### src/rtl/cgra_config_sequencer_pkg.sv
// +----------------------------------------------------------------------+
// | cgra_seq_pkg : shared state encoding and counter sizing helpers      |
// | Rev 1.0                                                              |
// +----------------------------------------------------------------------+
`default_nettype none

package cgra_seq_pkg;

  typedef enum logic [2:0] {
    IDLE      = 3'd0,
    RST       = 3'd1,
    LOAD      = 3'd2,
    WAIT_DONE = 3'd3,
    RUN       = 3'd4,
    FIN       = 3'd5
  } state_e;

  // Width able to hold the value n itself (not just n-1).
  function automatic int cnt_width(input int n);
    return $clog2(n + 1);
  endfunction

  localparam int DEF_TOTAL_NUM_BITS = 772;
  localparam int DEF_DONE_TIMEOUT   = 4;
  localparam int BIT_CNT_W          = $clog2(DEF_TOTAL_NUM_BITS + 1);
  localparam int WAIT_CNT_W         = $clog2(DEF_DONE_TIMEOUT + 1);

endpackage

`default_nettype wire

### src/rtl/seq_cycle_counter.sv
// +----------------------------------------------------------------------+
// | seq_cycle_counter : loadable up-counter with clear and match flag    |
// | Rev 1.0                                                              |
// +----------------------------------------------------------------------+
`default_nettype none

module seq_cycle_counter #(
  parameter int WIDTH = 8
) (
  input  logic             clk,
  input  logic             rst,
  input  logic             i_clear,
  input  logic             i_enable,
  input  logic             i_load,
  input  logic [WIDTH-1:0] i_load_value,
  input  logic [WIDTH-1:0] i_match_value,
  output logic             o_match
);

  logic [WIDTH-1:0] count_q;
  logic [WIDTH-1:0] count_d;

  always_comb begin
    count_d = count_q;
    if (i_clear) begin
      count_d = '0;
    end else if (i_load) begin
      count_d = i_load_value;
    end else if (i_enable) begin
      count_d = count_q + WIDTH'(1);
    end
  end

  always_ff @(posedge clk) begin
    if (rst) begin
      count_q <= '0;
    end else begin
      count_q <= count_d;
    end
  end

  assign o_match = (count_q == i_match_value);

endmodule

`default_nettype wire

### src/rtl/cgra_config_sequencer.sv
// +----------------------------------------------------------------------+
// | cgra_config_sequencer : loads the CGRA config chain, then runs array |
// | Rev 1.0                                                              |
// +----------------------------------------------------------------------+
`default_nettype none

module cgra_config_sequencer
  import cgra_seq_pkg::*;
#(
  parameter int TOTAL_NUM_BITS = 772,
  parameter int RUN_CNT_W      = 32,
  parameter int DONE_TIMEOUT   = 4
) (
  input  logic                 clock,
  input  logic                 sync_reset,
  input  logic                 start,
  input  logic [RUN_CNT_W-1:0] run_cycles,
  input  logic                 stop,
  output logic                 cfgr_sync_reset,
  output logic                 cfgr_enable,
  input  logic                 cfgr_bitstream,
  input  logic                 cfgr_done,
  output logic                 cgra_config_in,
  output logic                 cgra_config_enable,
  output logic                 cgra_reset,
  output logic                 cgra_enable,
  output logic                 busy,
  output logic                 done,
  output logic                 error
);

  localparam int BIT_W  = cnt_width(TOTAL_NUM_BITS);
  localparam int WAIT_W = cnt_width(DONE_TIMEOUT);

  state_e                 state_q, state_d;
  logic                   error_q, error_d;
  logic                   cfg_en_q, cfg_en_d;
  logic [RUN_CNT_W-1:0]   run_n_q, run_n_d;

  logic w_bit_last;
  logic w_wait_last;
  logic w_run_last;
  logic w_active;

  seq_cycle_counter #(.WIDTH(BIT_W)) u_bit_cnt (
    .clk          (clock),
    .rst          (sync_reset),
    .i_clear      (state_q != LOAD),
    .i_enable     (state_q == LOAD),
    .i_load       (1'b0),
    .i_load_value ('0),
    .i_match_value(BIT_W'(TOTAL_NUM_BITS - 1)),
    .o_match      (w_bit_last)
  );

  seq_cycle_counter #(.WIDTH(WAIT_W)) u_wait_cnt (
    .clk          (clock),
    .rst          (sync_reset),
    .i_clear      (state_q != WAIT_DONE),
    .i_enable     (state_q == WAIT_DONE),
    .i_load       (1'b0),
    .i_load_value ('0),
    .i_match_value(WAIT_W'(DONE_TIMEOUT - 1)),
    .o_match      (w_wait_last)
  );

  seq_cycle_counter #(.WIDTH(RUN_CNT_W)) u_run_cnt (
    .clk          (clock),
    .rst          (sync_reset),
    .i_clear      (state_q != RUN),
    .i_enable     (state_q == RUN),
    .i_load       (1'b0),
    .i_load_value ('0),
    .i_match_value(run_n_q - RUN_CNT_W'(1)),
    .o_match      (w_run_last)
  );

  // stop takes priority over configurator status in the load phases
  always_comb begin
    state_d  = state_q;
    error_d  = error_q;
    run_n_d  = run_n_q;
    cfg_en_d = (state_q == LOAD);
    case (state_q)
      IDLE: begin
        if (start) begin
          state_d = RST;
          error_d = 1'b0;
          run_n_d = run_cycles;
        end
      end
      RST: begin
        state_d = stop ? IDLE : LOAD;
      end
      LOAD: begin
        if (stop) begin
          state_d = IDLE;
        end else if (cfgr_done) begin
          state_d = IDLE;
          error_d = 1'b1;
        end else if (w_bit_last) begin
          state_d = WAIT_DONE;
        end
      end
      WAIT_DONE: begin
        if (stop) begin
          state_d = IDLE;
        end else if (cfgr_done) begin
          state_d = RUN;
        end else if (w_wait_last) begin
          state_d = IDLE;
          error_d = 1'b1;
        end
      end
      RUN: begin
        if (stop || ((run_n_q != '0) && w_run_last)) begin
          state_d = FIN;
        end
      end
      FIN: begin
        state_d = IDLE;
      end
      default: begin
        state_d = IDLE;
      end
    endcase
  end

  always_ff @(posedge clock) begin
    if (sync_reset) begin
      state_q  <= IDLE;
      error_q  <= 1'b0;
      cfg_en_q <= 1'b0;
      run_n_q  <= '0;
    end else begin
      state_q  <= state_d;
      error_q  <= error_d;
      cfg_en_q <= cfg_en_d;
      run_n_q  <= run_n_d;
    end
  end

  // Outputs are forced quiet in the very first reset cycle as well.
  assign w_active           = ~sync_reset;
  assign cfgr_sync_reset    = sync_reset | (state_q == RST);
  assign cgra_reset         = sync_reset | (state_q == RST);
  assign cfgr_enable        = w_active & (state_q == LOAD);
  assign cgra_config_enable = w_active & cfg_en_q;
  assign cgra_config_in     = cfgr_bitstream;
  assign cgra_enable        = w_active & (state_q == RUN);
  assign busy               = w_active & (state_q != IDLE);
  assign done               = w_active & (state_q == FIN);
  assign error              = w_active & error_q;

endmodule

`default_nettype wire
### config.mk
export PLATFORM = sky130hd
export DESIGN_NAME = cgra_config_sequencer
export DESIGN_NICKNAME = d
export VERILOG_FILES = /design/src/rtl/cgra_config_sequencer_pkg.sv /design/src/rtl/seq_cycle_counter.sv /design/src/rtl/cgra_config_sequencer.sv
export SDC_FILE = /design/constraint.sdc
export NUM_CORES = 1
export LEC_CHECK = 0
export CAP_MARGIN = 15
export CORE_ASPECT_RATIO = 2
export CORE_UTILIZATION = 45
export CTS_BUF_LIST = sky130_fd_sc_hd__clkbuf_8 sky130_fd_sc_hd__clkbuf_16
export DETAILED_ROUTE_END_ITERATION = 7
export PLACE_DENSITY_LB_ADDON = 0.15
export SYNTH_ARGS = -nofsm -noshare
export SYNTH_HDL_FRONTEND = slang
export SYNTH_HIERARCHICAL = 1
export SYNTH_SLANG_ARGS = --single-unit
### constraint.sdc
create_clock -name clock -period 3.45 [get_ports clock]
set_input_delay 0.69 -clock clock [delete_from_list [all_inputs] [get_ports clock]]
set_output_delay 0.69 -clock clock [all_outputs]
set_load 0.1 [all_outputs]
== After elaboration in Yosys (flattened, before gate mapping) ==
Cells that the tools add are included.
Operators by class
  add/subtract/negate cells: 4
  equal/unequal tests: 20
  mux-type cells: 17
  bitwise logic cells: 8
  reduce and logical (&&, ||, !) cells: 12
Operators by type and width (number)
  adder 32 x 1 -> 32 bit (second input constant): 1
  equality test 32 bit: 1
  nonzero test 32 bit: 1
  subtractor 32 x 1 -> 32 bit (second input constant): 1
  two-way mux 3 bit: 8
  one-hot mux 3 bit (5 select lines): 1
  inequality test 2 bit (second input constant): 7
  adder 10 x 1 -> 10 bit (second input constant): 1
  equality test 10 bit (second input constant): 1
  equality test 3 x 2 -> 1 bit (second input constant): 3
  AND reduction 7 bit: 1
  AND 1 bit: 6
  equality test 3 bit (second input constant): 2
  two-way mux 1 bit: 6
  inequality test 3 x 2 -> 1 bit (second input constant): 2
  nonzero test 3 bit: 2
  OR reduction 2 bit: 3
  inequality test 4 x 3 -> 1 bit (second input constant): 1
  inequality test 4 bit (second input constant): 1
  AND reduction 4 bit: 1
  adder 3 x 1 -> 3 bit (second input constant): 1
  equality test 3 x 1 -> 1 bit (second input constant): 1
  logical NOT 3 bit: 1
  inequality test 3 bit (second input constant): 1
  7 further kinds: 7
Storage, ports and cells
  register bits: 82
  output and inout port bits: 9
  word-level logic and storage cells: 68

== Logic depth before layout (Yosys ltp) ==
  word-level depth: 6
  gate-level depth with buffers: 12
  gate-level depth less buffers: 12

== Hierarchy ==
Netlist, hierarchy kept.
By module, submodules not included
  seq_cycle_counter at u_run_cnt: times used 1, cells an instance 275, area an instance 2179.6 µm²
  cgra_config_sequencer: times used 1, cells an instance 289, area an instance 2153.3 µm²
  seq_cycle_counter at u_bit_cnt: times used 1, cells an instance 93, area an instance 779.5 µm²
  seq_cycle_counter at u_wait_cnt: times used 1, cells an instance 20, area an instance 205.2 µm²

== Worst setup path after synthesis ==
OpenSTA, ideal clock, no wires.
  kind: in2out
  from: in sync_reset
  to: out done
  arrival: 3.274 ns
  required time: 2.760 ns
  slack: -0.514 ns
  stages on the path: 3
  buffers on the path: 2
  cell sequence: clkbuf_1 -> clkbuf_1 -> nor3b_1
On the way
  word-level cells in the longest chain between the ends: 2
RTL lines
  from (decl): RTL line cgra_config_sequencer.sv:15  | input logic sync_reset,
  NOT 1 bit: RTL line cgra_config_sequencer.sv:144  | assign w_active = ~sync_reset;
  AND 1 bit: RTL line cgra_config_sequencer.sv:152  | assign done = w_active & (state_q == FIN);
  to (decl): RTL line cgra_config_sequencer.sv:28  | output logic done,
No other way between the ends.

== Worst setup path after layout ==
  from: reg state_q[2]
  to: reg u_run_cnt.count_q[25]
On the way
  word-level cells in the longest chain between the ends: 2
  elaborated cells on any way between the ends: 3
  classes of those cells: eq/ne: 2; reduce/logical: 1
RTL lines
  from (decl): RTL line cgra_config_sequencer.sv:35  | state_e state_q, state_d;
  from (signal assigned): RTL line cgra_config_sequencer.sv:136  | state_q <= state_d;
  inequality test 3 bit: RTL line cgra_config_sequencer.sv:70  | .i_clear (state_q != RUN),
  OR reduction 2 bit (no source line)
  to (signal assigned): RTL line seq_cycle_counter.sv:38  | count_q <= count_d;
  to (decl): RTL line seq_cycle_counter.sv:20  | logic [WIDTH-1:0] count_q;
Parallel ways exist; a longest one is shown, timed or not.
A chain may end at the register's enable or synchronous reset.

==> impl_metrics.py <==
metrics = {
    "floorplanning": {
        "start_util": 0.4655,
        "core_area_mm2": 0.01142,
        "die_w_um": 78.87,
        "io_pins": 47,
        "rows": 55,
        "die_h_um": 155.7,
        "dieArea_mm2": 0.01228,
    },
    "yosys": {
        "synth.distinct_cells": 65,
        "synth_edf_count": 0,
        "yosysMostFrequentCell": "nand2_1",
        "yosysTopAreaCellShare": 0.3087,
        "syn_inst": 677,
        "async_flop_share": 0,
        "seq_area_frac_synth": 0.3087,
        "ys_ff_latch": 82,
        "ys.flop_type": "dfxtp_1",
        "synth_top_cell_by_area": "dfxtp_1",
        "syn_area_mm2": 0.005318,
        "synth_common_cells": "97 x nand2_1, 82 x dfxtp_1, 72 x xor2_1",
        "yosys_warnings": 6,
        "yosys-top-cells-area": "dfxtp_1 31%, xor2_1 12%, nand2_1 6.8%, a21oi_1 6.6%, xnor2_1 5.8%",
        "avgSynthCellArea_um2": 7.855,
    },
    "setup_path": {
        "required_ns": 3.67,
        "crit_path_start_kind": "flop",
        "crit_path_end_kind": "flop",
        "rr_worst_depth": 7,
        "worst-path-max-fanout": 12,
        "worstPathArrival_ns": 3.01,
        "worstSetupPathType": "flop to flop",
    },
    "outcome": {
        "outcome": "completed",
    },
    "finish": {
        "drive_gt1_frac": 0.07393,
        "area_delta_synth_final_pct": 18.40,
        "regArea_mm2": 0.001642,
        "utilization": 0.5512,
        "num_antenna_cells": 0,
        "multi_input_area_mm2": 0.003656,
        "final_nets": 808,
        "fill_cells": 1146,
    },
    "global_routing": {
        "grt_overflow": 0,
        "grt_use_total": 0.2438,
        "antenna_found_initial": 0,
        "grt_util_met3": 0.03684,
        "use_met1": 0.2236,
        "use_met2": 0.4774,
        "grt_pass1_wl_um": 23100,
        "grt_pass1_vias": 4794,
        "grt_max_degree": 46,
        "grt.busiest_layer": "met2",
    },
    "sta": {
        "setup_tns_ns": 0,
        "max_freq_ghz": 0.3596,
        "finClkSkew_ns": 0.005250,
        "period_minus_slack_ns": 2.781,
        "slew_viol_final": 0,
        "rsz0062_at_grt": "no",
        "maxSlewHeadroom": 0.3207,
        "worst-slew-pin-transition_ns": 1.017,
        "setup_viol": 0,
        "finalCritPeriodShare": 0.8061,
        "finalHoldViolCount": 0,
    },
    "detailed_routing": {
        "routedWlPerCell_um": 15.39,
        "drt_wl_total_um": 14050,
        "detail-route-antenna-nets": 0,
        "vias_per_cell": 5.382,
        "drc": 0,
        "dr.pass1.iters": 4,
        "drt_iter0_drc": 168,
        "vias": 4914,
    },
    "clock_network": {
        "insertion_delay_ns": 0.34,
        "ctsResizeCount": 0,
        "cts-root-buf": "clkbuf_16",
        "cts_htree_levels": 3,
        "cts-buffers-inserted": 9,
        "tritoncts": "done",
        "clk_pin_slew_ns": 0.06,
        "cts_hold_buf": 0,
        "cts_sinks": 82,
        "cts.path.max_buffers": 2,
        "cts_setup_buffers": 0,
    },
    "hold_path": {
        "holdPathStages": 2,
        "hp-class": "flop to flop",
    },
    "power": {
        "p_per_area_mw_per_mm2": 408.4,
        "leakage_nw": 2.507,
        "peakVddDrop_v": 0.0002691,
    },
    "place": {
        "hpwl_um": 11230,
        "gp_congestion": 0.8788,
        "portBuffers": 44,
    },
    "job": {
        "maxCapViolCount": 0,
    },
}
## per-stage QoR
stage               hold slack (ns)  total power, mW  cells  area [um2]  worst slack [ns]
detailed placement           0.4863            1.634    897        6000            0.7201
floorplan                    0.4610            1.489    747        5585            0.4316
global placement             0.4854            1.624    897        6000            0.7298
finish                       0.4948            2.571    913        6296            0.6689
global route                 0.5211            2.703    913        6296            0.4707
CTS                          0.4948            2.591    913        6296            0.7017
## area by class of cell
| class | count | share of cell area |
|---|---|---|
| Clock buffer | 9 | 0.03577 |
| Clock inverter | 7 | 0.01133 |
| Inverter | 19 | 0.01133 |
| Multi-Input combinational cell | 605 | 0.5807 |
| Sequential cell | 82 | 0.2607 |
| Tap cell | 142 | 0.02822 |
| Timing Repair Buffer | 49 | 0.07194 |
## final timing paths
path,from,to,slack [ns]
min,run_n_q[31],run_n_q[31],0.49
max reg2reg,state_q[2],u_run_cnt/count_q[25],0.67
min reg2reg,run_n_q[31],run_n_q[31],0.49
max,state_q[2],u_run_cnt/count_q[25],0.67
## kinds of logic after synthesis
kind of cell | count (synthesis) | share of synthesized area
xor+xnor | 107 | 0.1762
fa+ha+maj | 4 | 0.009412
simple gates | 292 | 0.3052
mux | 4 | 0.007765
flops | 82 | 0.3087
buf+inv | 60 | 0.05412
other cells | 2 | 0.001412
compound gates | 126 | 0.1372
## power breakdown
part | leakage, nW | switching (mW) | total (mW) | internal, mW
logic | 1.70 | 0.347 | 0.574 | 0.227
registers | 0.666 | 0.0587 | 1.04 | 0.983
clock network | 0.143 | 0.397 | 0.956 | 0.559
## metal layers
metal / wire [um] / share of wire
met3: 348 / 0.025
met4: 726 / 0.052
met5: 0 / 0
met1: 4867 / 0.35
met2: 8109 / 0.58
## critical path, cell delays in order (launching register included)
cell and delay [ns]:
dfxtp_1 0.46, or3b_2 0.56, inv_1 0.32, and3_2 0.26
or4b_4 0.55, nor4_4 0.29, xnor2_1 0.15, a21oi_1 0.08
## registers in the layout (all words and copies together) (netlist names)
| signal | flops |
|---|---|
| run_n_q | 32 |
| error_q | 1 |
| cfg_en_q | 1 |
| u_run_cnt/count_q | 32 |
| state_q | 3 |
| u_bit_cnt/count_q | 10 |
| u_wait_cnt/count_q | 3 |
## layout by cell type (no fill, tap or decap), types with 3 or more instances in the layout
cell type	instances
nor2_1	41
conb_1	72
nand4b_1	3
a211oi_1	4
xnor2_1	35
and4_1	5
and3_1	8
nor3b_1	5
clkbuf_16	9
a21oi_1	70
nor4_2	4
buf_4	13
nand2b_1	5
nor2b_1	7
nand4_1	27
ha_1	4
clkdlybuf4s50_1	35
mux2i_1	3
inv_1	18
nand2_1	97
nand3_1	17
nor4_1	20
a31oi_1	3
o22ai_1	5
and2_1	4
o21ai_0	25
nor3_1	23
dfxtp_1	82
o211ai_1	4
nor4_4	3
xor2_1	72
or3_1	3
or2_2	4
Note: power is estimated with default switching activity, not from simulation.
